==> src/rtl/control_decode_stage.sv <==
// RV32I/RV64I decode stage: decodes one instruction per accept into a registered
// control bundle with valid/ready handshaking, flush, load-use bubbles and perf counters.
module control_decode_stage #(
  parameter int XLEN      = 32,
  parameter bit HAZARD_EN = 1'b1,
  parameter int CNT_W     = 32
) (
  input  logic             clk,
  input  logic             reset,
  input  logic             in_valid,
  output logic             in_ready,
  input  logic [31:0]      in_instr,
  input  logic [XLEN-1:0]  in_pc,
  input  logic             flush,
  output logic             out_valid,
  input  logic             out_ready,
  output logic [XLEN-1:0]  out_pc,
  output logic [4:0]       out_rd,
  output logic [4:0]       out_rs1,
  output logic [4:0]       out_rs2,
  output logic [2:0]       out_funct3,
  output logic [XLEN-1:0]  out_imm,
  output logic             out_reg_write,
  output logic             out_mem_to_reg,
  output logic             out_store,
  output logic             out_branch,
  output logic [1:0]       out_op_a_sel,
  output logic             out_op_b_sel,
  output logic [2:0]       out_imm_sel,
  output logic [1:0]       out_next_pc_sel,
  output logic [3:0]       out_alu_op,
  output logic             out_illegal,
  output logic [CNT_W-1:0] instr_cnt,
  output logic [CNT_W-1:0] stall_cnt
);

  typedef enum logic [6:0] {
    OPC_R     = 7'b0110011,
    OPC_I     = 7'b0010011,
    OPC_LOAD  = 7'b0000011,
    OPC_STORE = 7'b0100011,
    OPC_BR    = 7'b1100011,
    OPC_JAL   = 7'b1101111,
    OPC_JALR  = 7'b1100111,
    OPC_LUI   = 7'b0110111,
    OPC_AUIPC = 7'b0010111
  } opcode_e;

  logic [6:0]      opc;
  logic [4:0]      dec_rd, dec_rs1, dec_rs2;
  logic [2:0]      dec_f3;
  logic            d_rw, d_m2r, d_st, d_br, d_bsel, d_ill, use_rs1, use_rs2;
  logic [1:0]      d_asel, d_npc;
  logic [2:0]      d_isel;
  logic [3:0]      d_alu;
  logic [31:0]     imm32;
  logic [XLEN-1:0] d_imm;
  logic            hazard, accept, transfer, rs_hit;

  assign opc     = in_instr[6:0];
  assign dec_rd  = in_instr[11:7];
  assign dec_f3  = in_instr[14:12];
  assign dec_rs1 = in_instr[19:15];
  assign dec_rs2 = in_instr[24:20];

  always_comb begin
    d_rw    = 1'b0;
    d_m2r   = 1'b0;
    d_st    = 1'b0;
    d_br    = 1'b0;
    d_asel  = 2'b00;
    d_bsel  = 1'b0;
    d_isel  = 3'b000;
    d_npc   = 2'b00;
    d_alu   = 4'b0000;
    d_ill   = 1'b0;
    use_rs1 = 1'b0;
    use_rs2 = 1'b0;
    case (opc)
      OPC_R: begin
        d_rw    = 1'b1;
        d_alu   = {in_instr[30], dec_f3};
        use_rs1 = 1'b1;
        use_rs2 = 1'b1;
      end
      OPC_I: begin
        d_rw    = 1'b1;
        d_bsel  = 1'b1;
        // only the shift-right pair uses bit 30 to pick arithmetic vs logical
        d_alu   = {(dec_f3 == 3'b101) ? in_instr[30] : 1'b0, dec_f3};
        use_rs1 = 1'b1;
      end
      OPC_LOAD: begin
        d_rw    = 1'b1;
        d_m2r   = 1'b1;
        d_bsel  = 1'b1;
        use_rs1 = 1'b1;
      end
      OPC_STORE: begin
        d_st    = 1'b1;
        d_bsel  = 1'b1;
        d_isel  = 3'b001;
        use_rs1 = 1'b1;
        use_rs2 = 1'b1;
      end
      OPC_BR: begin
        d_br    = 1'b1;
        d_isel  = 3'b010;
        d_npc   = 2'b01;
        use_rs1 = 1'b1;
        use_rs2 = 1'b1;
      end
      OPC_JAL: begin
        d_rw   = 1'b1;
        d_asel = 2'b01;
        d_bsel = 1'b1;
        d_isel = 3'b100;
        d_npc  = 2'b10;
      end
      OPC_JALR: begin
        d_rw    = 1'b1;
        d_bsel  = 1'b1;
        d_npc   = 2'b11;
        use_rs1 = 1'b1;
      end
      OPC_LUI: begin
        d_rw   = 1'b1;
        d_asel = 2'b10;
        d_bsel = 1'b1;
        d_isel = 3'b011;
      end
      OPC_AUIPC: begin
        d_rw   = 1'b1;
        d_asel = 2'b01;
        d_bsel = 1'b1;
        d_isel = 3'b011;
      end
      default: d_ill = 1'b1;
    endcase
  end

  always_comb begin
    imm32 = {{20{in_instr[31]}}, in_instr[31:20]};
    case (d_isel)
      3'b001:  imm32 = {{20{in_instr[31]}}, in_instr[31:25], in_instr[11:7]};
      3'b010:  imm32 = {{19{in_instr[31]}}, in_instr[31], in_instr[7], in_instr[30:25],
                        in_instr[11:8], 1'b0};
      3'b011:  imm32 = {in_instr[31:12], 12'b0};
      3'b100:  imm32 = {{11{in_instr[31]}}, in_instr[31], in_instr[19:12], in_instr[20],
                        in_instr[30:21], 1'b0};
      default: imm32 = {{20{in_instr[31]}}, in_instr[31:20]};
    endcase
  end

  assign d_imm = XLEN'($signed(imm32));

  // load-use: the held load's destination feeds a source the incoming instruction reads
  assign rs_hit   = (use_rs1 && (dec_rs1 == out_rd)) || (use_rs2 && (dec_rs2 == out_rd));
  assign hazard   = HAZARD_EN && out_valid && out_mem_to_reg && (out_rd != 5'd0) &&
                    in_valid && rs_hit;
  assign in_ready = flush || ((!out_valid || out_ready) && !hazard);
  assign accept   = in_valid && in_ready && !flush;
  assign transfer = out_valid && out_ready;

  always_ff @(posedge clk) begin
    if (reset) begin
      instr_cnt <= '0;
      stall_cnt <= '0;
    end else begin
      if (transfer)
        instr_cnt <= instr_cnt + CNT_W'(1);
      if (hazard && !flush)
        stall_cnt <= stall_cnt + CNT_W'(1);
    end
  end

  always_ff @(posedge clk) begin
    if (reset) begin
      out_valid       <= 1'b0;
      out_pc          <= '0;
      out_rd          <= '0;
      out_rs1         <= '0;
      out_rs2         <= '0;
      out_funct3      <= '0;
      out_imm         <= '0;
      out_reg_write   <= 1'b0;
      out_mem_to_reg  <= 1'b0;
      out_store       <= 1'b0;
      out_branch      <= 1'b0;
      out_op_a_sel    <= '0;
      out_op_b_sel    <= 1'b0;
      out_imm_sel     <= '0;
      out_next_pc_sel <= '0;
      out_alu_op      <= '0;
      out_illegal     <= 1'b0;
    end else if (flush) begin
      out_valid <= 1'b0;
    end else if (accept) begin
      out_valid       <= 1'b1;
      out_pc          <= in_pc;
      out_rd          <= dec_rd;
      out_rs1         <= dec_rs1;
      out_rs2         <= dec_rs2;
      out_funct3      <= dec_f3;
      out_imm         <= d_imm;
      out_reg_write   <= d_rw && (dec_rd != 5'd0);
      out_mem_to_reg  <= d_m2r;
      out_store       <= d_st;
      out_branch      <= d_br;
      out_op_a_sel    <= d_asel;
      out_op_b_sel    <= d_bsel;
      out_imm_sel     <= d_isel;
      out_next_pc_sel <= d_npc;
      out_alu_op      <= d_alu;
      out_illegal     <= d_ill;
    end else if (transfer) begin
      out_valid <= 1'b0;
    end
  end

endmodule
==> config.mk <==
export PLATFORM = sky130hd
export DESIGN_NAME = control_decode_stage
export DESIGN_NICKNAME = d
export VERILOG_FILES = /design/src/rtl/control_decode_stage.sv
export SDC_FILE = /design/constraint.sdc
export NUM_CORES = 1
export LEC_CHECK = 0
export ABC_AREA = 1
export CELL_PAD_IN_SITES_DETAIL_PLACEMENT = 1
export CELL_PAD_IN_SITES_GLOBAL_PLACEMENT = 2
export CORE_ASPECT_RATIO = 1.1
export CORE_MARGIN = 5
export CORE_UTILIZATION = 30
export CTS_CLUSTER_DIAMETER = 80
export CTS_CLUSTER_SIZE = 24
export DETAILED_ROUTE_END_ITERATION = 10
export DONT_BUFFER_PORTS = 1
export PLACE_DENSITY = 0.75
export SETUP_SLACK_MARGIN = 0.02
export SYNTH_ARGS = -nofsm -noshare
export SYNTH_HDL_FRONTEND = slang
export SYNTH_SLANG_ARGS = --single-unit
==> constraint.sdc <==
create_clock -name clk -period 1.75 [get_ports clk]
set_clock_uncertainty 0.05 [all_clocks]
set_input_delay 0.35 -clock clk [delete_from_list [all_inputs] [get_ports clk]]
set_output_delay 0.35 -clock clk [all_outputs]
set_load 0.02 [all_outputs]
==> impl_metrics.ini, run 1 <==
[worst_setup_path]
worstPathArrival_ps = 1740
end_kind = output pin
worstPathRequired_ps = 1350
critPathLaunchType = flop
critPathMaxFanout = 4
path_class = flop to output pin

[synth]
synth_warnings = 0
async_reset_ff_share_pct = 0
netlist_area_sq_um = 8440
yosysSeqAreaShare_pct = 38.9
avgSynthCellArea_sq_um = 6.33
synth-main-ff-cell = dfxtp_1
synth_enable_flop_cells = 0
ys_ff_latch = 164
post-synth-top-area-fraction_pct = 38.9
synth_cell_types = 34
synth_area_leader_cell = dfxtp_1
synthCells = 1332
synthTopCellsByArea = dfxtp_1, nand2_1, nor2_1
synth_nets = 1403

[run_status]
status = complete, but fails checks
violations = negative hold slack, negative setup slack

[sta]
hold_viol = 38
fmax_ghz = 0.466
slew_violations = 0
fin_crit_sh_pct = 123
final-setup-viol-count = 127
rsz0062_at_grt = true
setup_slack_ps = -394
holdWs_ps = -58.1
slew_headroom_pct = 72.7
period_needed_ps = 2140
tightest_slew_ps = 409

[power_and_ir_drop]
power_leakage_nw = 5.99
power_density_nw_per_um2 = 727
vdd.ir_drop.worst_mv = 0.497

[place]
place_area_sq_um = 10200
dp.final_hpwl_um = 23900
dp.cells = 1832
portBuffers = 0
gp_congestion = 0.867

[clocking]
cts-root-buf = clkbuf_16
clk_path_buf_depth = 2
cts.sinks = 164
cts_buffers = 17
insertion_delay_ps = 440
path_clk_slew_ps = 70
ctsHoldBuffers = 42
cts_tree = built
htreeDepth = 4

[cells_and_area]
drive_gt1_share_pct = 28.6
mostFrequentLayoutCell = nand2_1
final_cell_mix = nand2_1, nor2_1, buf_4
final_area_sq_um = 12700
fin_nets = 1646
diodes = 0
syn_to_final_growth_pct = 50.4
instances_no_fill = 1951
fillers = 3520

[detailed_routing]
dr.first_iter.drc_count = 337
dr.pass1.iters = 4
drt-total-wl_um = 34800
drcViolationCount = 0
drtAntennaViolNets = 0
route.detailed.wl_per_inst_um = 17.9
route.vias.total = 9225
drt-vias-per-instance = 4.73

[die]
initial_core_util_pct = 30.4
die_area_sq_um = 31600
core_area_sq_um = 27800
die_y_um = 186
dieWidth_um = 170
ios = 234
rows = 64

[global_route]
grt_first_pass_wirelength_um = 53000
globalRouteMet1Util_pct = 23.2
grt_max_degree = 66
antenna_found_initial = 0
grt.total_usage_pct = 21.3
top_usage_layer = met2
use_met3_pct = 7.97
grt_pass1_vias = 9767
grtUsageMet2_pct = 38.7
grt_overflow = 0

[hold_path]
hp-class = input pin to flop

[flow_run]
max_cap_violations = 0
cell usage after synthesis (2+ instances only):
master	number
xnor2_1	10
inv_1	186
inv_2	5
nand3_1	36
nor3b_1	2
or2_2	2
o21a_1	3
nand4_1	44
nor4_1	2
a21oi_2	8
nand2_2	11
dfxtp_1	164
xor2_1	26
o22ai_1	2
a31oi_1	2
buf_4	2
nand2_1	391
a21oi_1	69
ha_1	2
buf_8	2
o21ai_0	26
buf_1	4
nor2_1	242
nor2_2	3
a211oi_1	2
clkbuf_1	25
buf_2	10
nor3_1	38
buf_6	8
timing repair:
| item | in CTS | in global routing |
|---|---|---|
| cloned | 12 | 6 |
| buffers inserted | 15 | 16 |
| pin swaps | 4 | 41 |
| setup endpoints to repair | 138 | 149 |
| gates resized for setup | 36 | 179 |
| endpoints found under the hold margin | 104 | 61 |
metrics by stage:
step / worst slack, ps / util, % / hold WS [ps] / power (W) / TNS (ps)
after floorplan: 27.5 / - / 429 / 0.00477 / 0
after global placement: -210 / 36.8 / 380 / 0.00501 / -20490
after detailed placement: -239 / 36.8 / 381 / 0.00504 / -23310
after CTS: -454 / 42.6 / -93.4 / 0.00929 / -31980
after global routing: -492 / 45.7 / -101 / 0.00965 / -46400
final: -394 / 45.7 / -58.1 / 0.00922 / -33190
final timing paths:
| check | from | to | slack (ps) | depth (start not counted) |
|---|---|---|---|---|
| max reg2reg | out_rd[3]$_SDFFE_PP0P_ | out_pc[23]$_SDFFE_PP0P_ | -390 | 14 |
| min reg2reg | instr_cnt[8]$_SDFFE_PP0P_ | instr_cnt[8]$_SDFFE_PP0P_ | 440 | 2 |
| min | reset | out_valid$_SDFFE_PP0P_ | -60 | 1 |
| max | out_rd[3]$_SDFFE_PP0P_ | in_ready | -390 | 9 |
area by class of cell:
cell class,count,area (sq um),share of cell area [%]
inverter,192,742,5.85
clock inverter,14,170,1.34
tap,363,454,3.58
sequential,164,3320,26.1
multi-input combinational,925,4790,37.8
clock buffer,18,439,3.46
timing repair buffer,275,2770,21.8
worst max-delay path: stages (launching register included):
cell and delay [ps]:
dfxtp_2 350, inv_2 100, nand2_1 60, nand2_1 90
inv_1 50, nand4_1 150, nand2_4 80, nand2_4 90
clkinv_4 60, a31oi_4 260
logic make-up (layout without fill, tap and decap cells):
family | after synthesis | in the layout | synth area share, %
AOI/OAI and AO/OA | 113 | 113 | 7.30
buffers and inverters | 243 | 499 | 12.0
DFF | 164 | 164 | 38.9
adders and majority gates | 2 | 2 | 0.297
and+or+nand+nor | 774 | 774 | 37.7
xor gates and xnor gates | 36 | 36 | 3.74
report_power, final:
group          internal [W]  total, W  switching (W)  leakage [nW]
sequential          0.00388   0.00418       0.000302          1.35
combinational      0.000538   0.00109       0.000557          4.34
clock               0.00219   0.00395        0.00176         0.299
metal layers:
layer  part of all wire [%]  wire length, um  up-vias
li1                       -                -     4580
met1                     38            13400     4378
met2                     51            17800      210
met3                    7.6             2650       57
met4                    2.8              991        0
met5                      0                0        -
Note: power is estimated with default switching activity, not from simulation.
==> run 2: changes to the inputs <==
Settings changed: CORE_UTILIZATION 30 to 33, PLACE_DENSITY 0.75 to 0.79.
Clock period 1.75 ns to 2 ns, I/O delays scaled along.
==> impl_metrics.ini, run 2 (synthesized netlist as in run 1, its figures left out) <==
[die]
core_area_sq_um = 25300
dieWidth_um = 162
initial_core_util_pct = 33.4
die_area_sq_um = 28900
die_y_um = 178
rows = 61
ios = 234

[detailed_routing]
route.detailed.wl_per_inst_um = 17.1
route.vias.total = 8705
dr.pass1.iters = 4
dr.first_iter.drc_count = 329
drt-total-wl_um = 31200
drt-vias-per-instance = 4.78
drcViolationCount = 0
drtAntennaViolNets = 0

[clocking]
cts_buffers = 17
insertion_delay_ps = 430
cts_tree = built
clk_path_buf_depth = 2
cts-root-buf = clkbuf_16
cts.sinks = 164
path_clk_slew_ps = 70
htreeDepth = 4

[sta]
period_needed_ps = 2190
holdWs_ps = 53.1
fin_crit_sh_pct = 110
tightest_slew_ps = 432
slew_violations = 0
hold_viol = 0
slew_headroom_pct = 70.9
tns_ps = -589
setup_slack_ps = -190
rsz0062_at_grt = true
fmax_ghz = 0.457
final-setup-viol-count = 23

[worst_setup_path]
worstPathArrival_ps = 1740
crit_end = in_ready
r2r-start = out_rd[2]$_SDFFE_PP0P_
end_kind = output pin
critPathMaxFanout = 5
ff2ff_path_depth = 13
worstPathRequired_ps = 1550
r2r_setup_slack_ps = -100
critPathLaunchType = flop
r2r-end = out_rd[3]$_SDFFE_PP0P_
crit_start = out_rd[2]$_SDFFE_PP0P_
path_class = flop to output pin

[global_route]
grt_first_pass_wirelength_um = 46600
grt_overflow = 0
top_usage_layer = met2
grtUsageMet2_pct = 36.8
antenna_found_initial = 0
use_met3_pct = 6.43
grt_max_degree = 61
globalRouteMet1Util_pct = 22.8
grt.total_usage_pct = 20.3
grt_pass1_vias = 8703

[hold_path]
min_from = in_pc[15]
min_delay_path_depth = 2
hp-class = input pin to flop

[power_and_ir_drop]
vdd.ir_drop.worst_mv = 0.445
power_density_nw_per_um2 = 703
power_leakage_nw = 5.13

[place]
portBuffers = 0
dp_slack_ps = -69.0
gp_congestion = 0.833
dp.final_hpwl_um = 22500

[cells_and_area]
diodes = 0
drive_gt1_share_pct = 19.7
final_cell_mix = nand2_1, nor2_1, inv_1
syn_to_final_growth_pct = 32.4
mostFrequentLayoutCell = nand2_1
fin_nets = 1533

[run_status]
violations = negative setup slack
status = complete, but fails checks

[flow_run]
max_cap_violations = 0
## run 2: cell count changes in the layout (fill, tap and decap cells not counted), moves of 12 or more
cell and delta:
dfxtp_1 +12, dfxtp_2 -12, a21oi_2 -19, buf_4 -70, a21oi_1 +18, nand2_4 -14
nand2_1 +42, nor2_2 +12, nand2_2 -27, dlygate4sd3_1 -40
## run 2: what timing repair did
action	CTS	global route
setup endpoints to repair	2	104
gates cloned	0	17
buffers inserted	12	10
pin swaps	4	15
hold endpoints to repair	60	0
hold buffers	2	0
resized for setup	29	75
## run 2: area by class of cell
type / instances / area (sq um)
clock buffers: 19 / 443
clock inverters: 12 / 145
fillers: 3235 / 14100
inverters: 192 / 732
multi-input cells: 925 / 4380
flip-flops and latches: 164 / 3300
well taps: 346 / 433
repair buffers: 162 / 1730
## run 2: critical path, stage by stage, from the launching register on
cell,delay (ps)
dfxtp_4,370
nor3_4,190
nand3_2,140
nand4_1,140
inv_2,70
nand2_4,70
clkinv_4,60
a31oi_4,260
## run 2: power breakdown
part           switching (W)  leakage, nW  internal [W]  total (W)
clock                0.00148        0.275       0.00190    0.00338
sequential          0.000261         1.34       0.00340    0.00366
combinational       0.000461         3.51      0.000356   0.000817
## run 2: how the worst min path moves through the flow
| stage | end | slack, ps |
|---|---|---|
| final | out_pc[15]$_SDFFE_PP0P_ | 50 |
| after CTS | out_pc[5]$_SDFFE_PP0P_ | 40 |
| after global placement | instr_cnt[8]$_SDFFE_PP0P_ | 410 |
| after floorplan | out_imm[31]$_SDFFE_PP0P_ | 480 |
| after global routing | out_pc[15]$_SDFFE_PP0P_ | 30 |
| after detailed placement | instr_cnt[8]$_SDFFE_PP0P_ | 420 |
## run 2: layer usage
layer	wire length [um]	part of all wire (%)
met1	12500	40
met4	592	1.9
met3	2000	6.4
met5	0	0
met2	16100	51
## run 2: through the flow
step | instances | area (sq um) | power [W] | utilization [%]
floorplan | 1332 | 8450 | 0.00416 | -
CTS | 1795 | 10500 | 0.00785 | 41.5
detailed placement | 1750 | 9680 | 0.00439 | 38.3
global placement | 1750 | 9680 | 0.00436 | 38.3
global route | 1820 | 11200 | 0.00823 | 44.2
finish | 1820 | 11200 | 0.00786 | 44.2
==> run 3: changes to the inputs <==
Settings changed: PLACE_DENSITY 0.79 to default, PLACE_DENSITY_LB_ADDON from default to 0.15.
==> impl_metrics.ini, run 3 (synthesized netlist as in run 1, its figures left out) <==
[detailed_routing]
drtAntennaViolNets = 0
route.detailed.wl_per_inst_um = 17.9
dr.pass1.iters = 4
dr.first_iter.drc_count = 384
drt-vias-per-instance = 4.79
route.vias.total = 8666
drcViolationCount = 0
drt-total-wl_um = 32400

[global_route]
grt_first_pass_wirelength_um = 47700
grt_max_degree = 60
grt_pass1_vias = 8628
antenna_found_initial = 0
grt.total_usage_pct = 20.8
grt_overflow = 0

[worst_setup_path]
end_kind = output pin
critPathMaxFanout = 5
crit_chain = nor3_4, nand3_2, nand4_1, inv_2, nand2_4, clkinv_4, a31oi_4
worstPathArrival_ps = 1730
critPathLaunchType = flop
worstPathRequired_ps = 1550
critPathMaxStageDelay_ps = 370
crit_slowest_cell = dfxtp_4
crit_start = out_rd[0]$_SDFFE_PP0P_
r2r-start = out_rd[0]$_SDFFE_PP0P_
path_class = flop to output pin

[sta]
hold_viol = 0
slew_violations = 0
tightest_slew_ps = 434
holdWs_ps = 51.3
fin_crit_sh_pct = 109
slew_headroom_pct = 70.8
setup_slack_ps = -183
rsz0062_at_grt = true
fmax_ghz = 0.458
period_needed_ps = 2180
final-setup-viol-count = 72

[clocking]
cts_tree = built
clk_path_buf_depth = 2
cts.sinks = 164
cts-root-buf = clkbuf_16
insertion_delay_ps = 420
htreeDepth = 4
path_clk_slew_ps = 80
cts_buffers = 17

[cells_and_area]
mostFrequentLayoutCell = nand2_1
fin_nets = 1523
syn_to_final_growth_pct = 31.0
final_cell_mix = nand2_1, nor2_1, inv_1
instances_no_fill = 1811
final_core_util_pct = 43.7
final_area_sq_um = 11000
diodes = 0
drive_gt1_share_pct = 19.3

[flow_run]
max_cap_violations = 0

[die]
initial_core_util_pct = 33.4
ios = 234
dieWidth_um = 162
die_y_um = 178
rows = 61
core_area_sq_um = 25300
die_area_sq_um = 28900

[place]
portBuffers = 0
place_area_sq_um = 9550
dp.cells = 1743
gp_congestion = 0.847
dp.final_hpwl_um = 22300

[run_status]
status = complete, but fails checks
violations = negative setup slack

[hold_path]
min_from = in_pc[6]
hp-class = input pin to flop

[power_and_ir_drop]
power_density_nw_per_um2 = 726
p_int_w = 0.00577
power_leakage_nw = 5.06
combinationalPowerShare_pct = 10.4
vdd.ir_drop.worst_mv = 0.540
seq_power_share_pct = 45.6
power_switching_w = 0.00225
swShare_pct = 28.0
p_clk_share_pct = 44.0
[run 3: cell count changes in the layout (fill, tap and decap cells not counted), sizes merged]
cell and change:
clkbuf -3, inv -2, nand3 +1, clkinv +2
bufinv +1, clkinvlp -1, buf -7
[run 3: final cells by class]
class / instances / area (sq um)
Clock inverter: 12 / 168
Tap cell: 346 / 433
Inverter: 192 / 727
Sequential cell: 164 / 3300
Clock buffer: 20 / 447
Timing Repair Buffer: 151 / 1580
Multi-Input combinational cell: 926 / 4400
Fill cell: 3261 / 14200
[run 3: final timing paths]
kind | endpoint | slack, ps | depth (start not counted)
setup / recovery | in_ready | -180 | 7
hold reg to reg | instr_cnt[8]$_SDFFE_PP0P_ | 450 | 2
setup reg to reg | out_imm[10]$_SDFFE_PP0P_ | -150 | 15
hold / removal | out_pc[6]$_SDFFE_PP0P_ | 50 | 2
[run 3: power groups by stage]
stage	combinational, W	sequential, W	clock, W
2_1_floorplan	0.000464	0.00370	0
3_3_place_gp	0.000592	0.00374	0
3_5_place_dp	0.000614	0.00374	0
4_1_cts	0.000707	0.00366	0.00363
5_1_grt	0.000937	0.00367	0.00376
6_report	0.000834	0.00366	0.00353
[run 3: worst max-delay path, delay by kind of cell (launching register included)]
kind	cells	cell delay (ps)
simple gates	4	540
flops	1	370
compound gates	1	260
buf+inv	2	140
[run 3: through the flow]
stage / setup slack (ps) / total power [W] / setup TNS (ps)
final: -183 / 0.00802 / -5120
after global routing: -299 / 0.00837 / -18490
after CTS: -203 / 0.00800 / -203
after detailed placement: -103 / 0.00435 / -4860
after global placement: -25.8 / 0.00433 / -74.8
after floorplan: 69.2 / 0.00416 / 0
[run 3: what timing repair did]
action / in CTS / in global routing
gates cloned: 4 / 14
pin swaps: 4 / 9
resized for setup: 22 / 88
buffers inserted: 5 / 12
endpoints found under the hold margin: 59 / 0
endpoints found under the setup margin: 44 / 122
hold buffers: 2 / 0
[run 3: routing by layer]
layer / GRT usage (%) / up-vias / part of all wire, %
li1: - / 4342 / -
met2: 37.2 / 188 / 50
met3: 7.11 / 24 / 6.7
met5: 0 / - / 0
met1: 24.3 / 4112 / 42
met4: 3.84 / 0 / 1.1
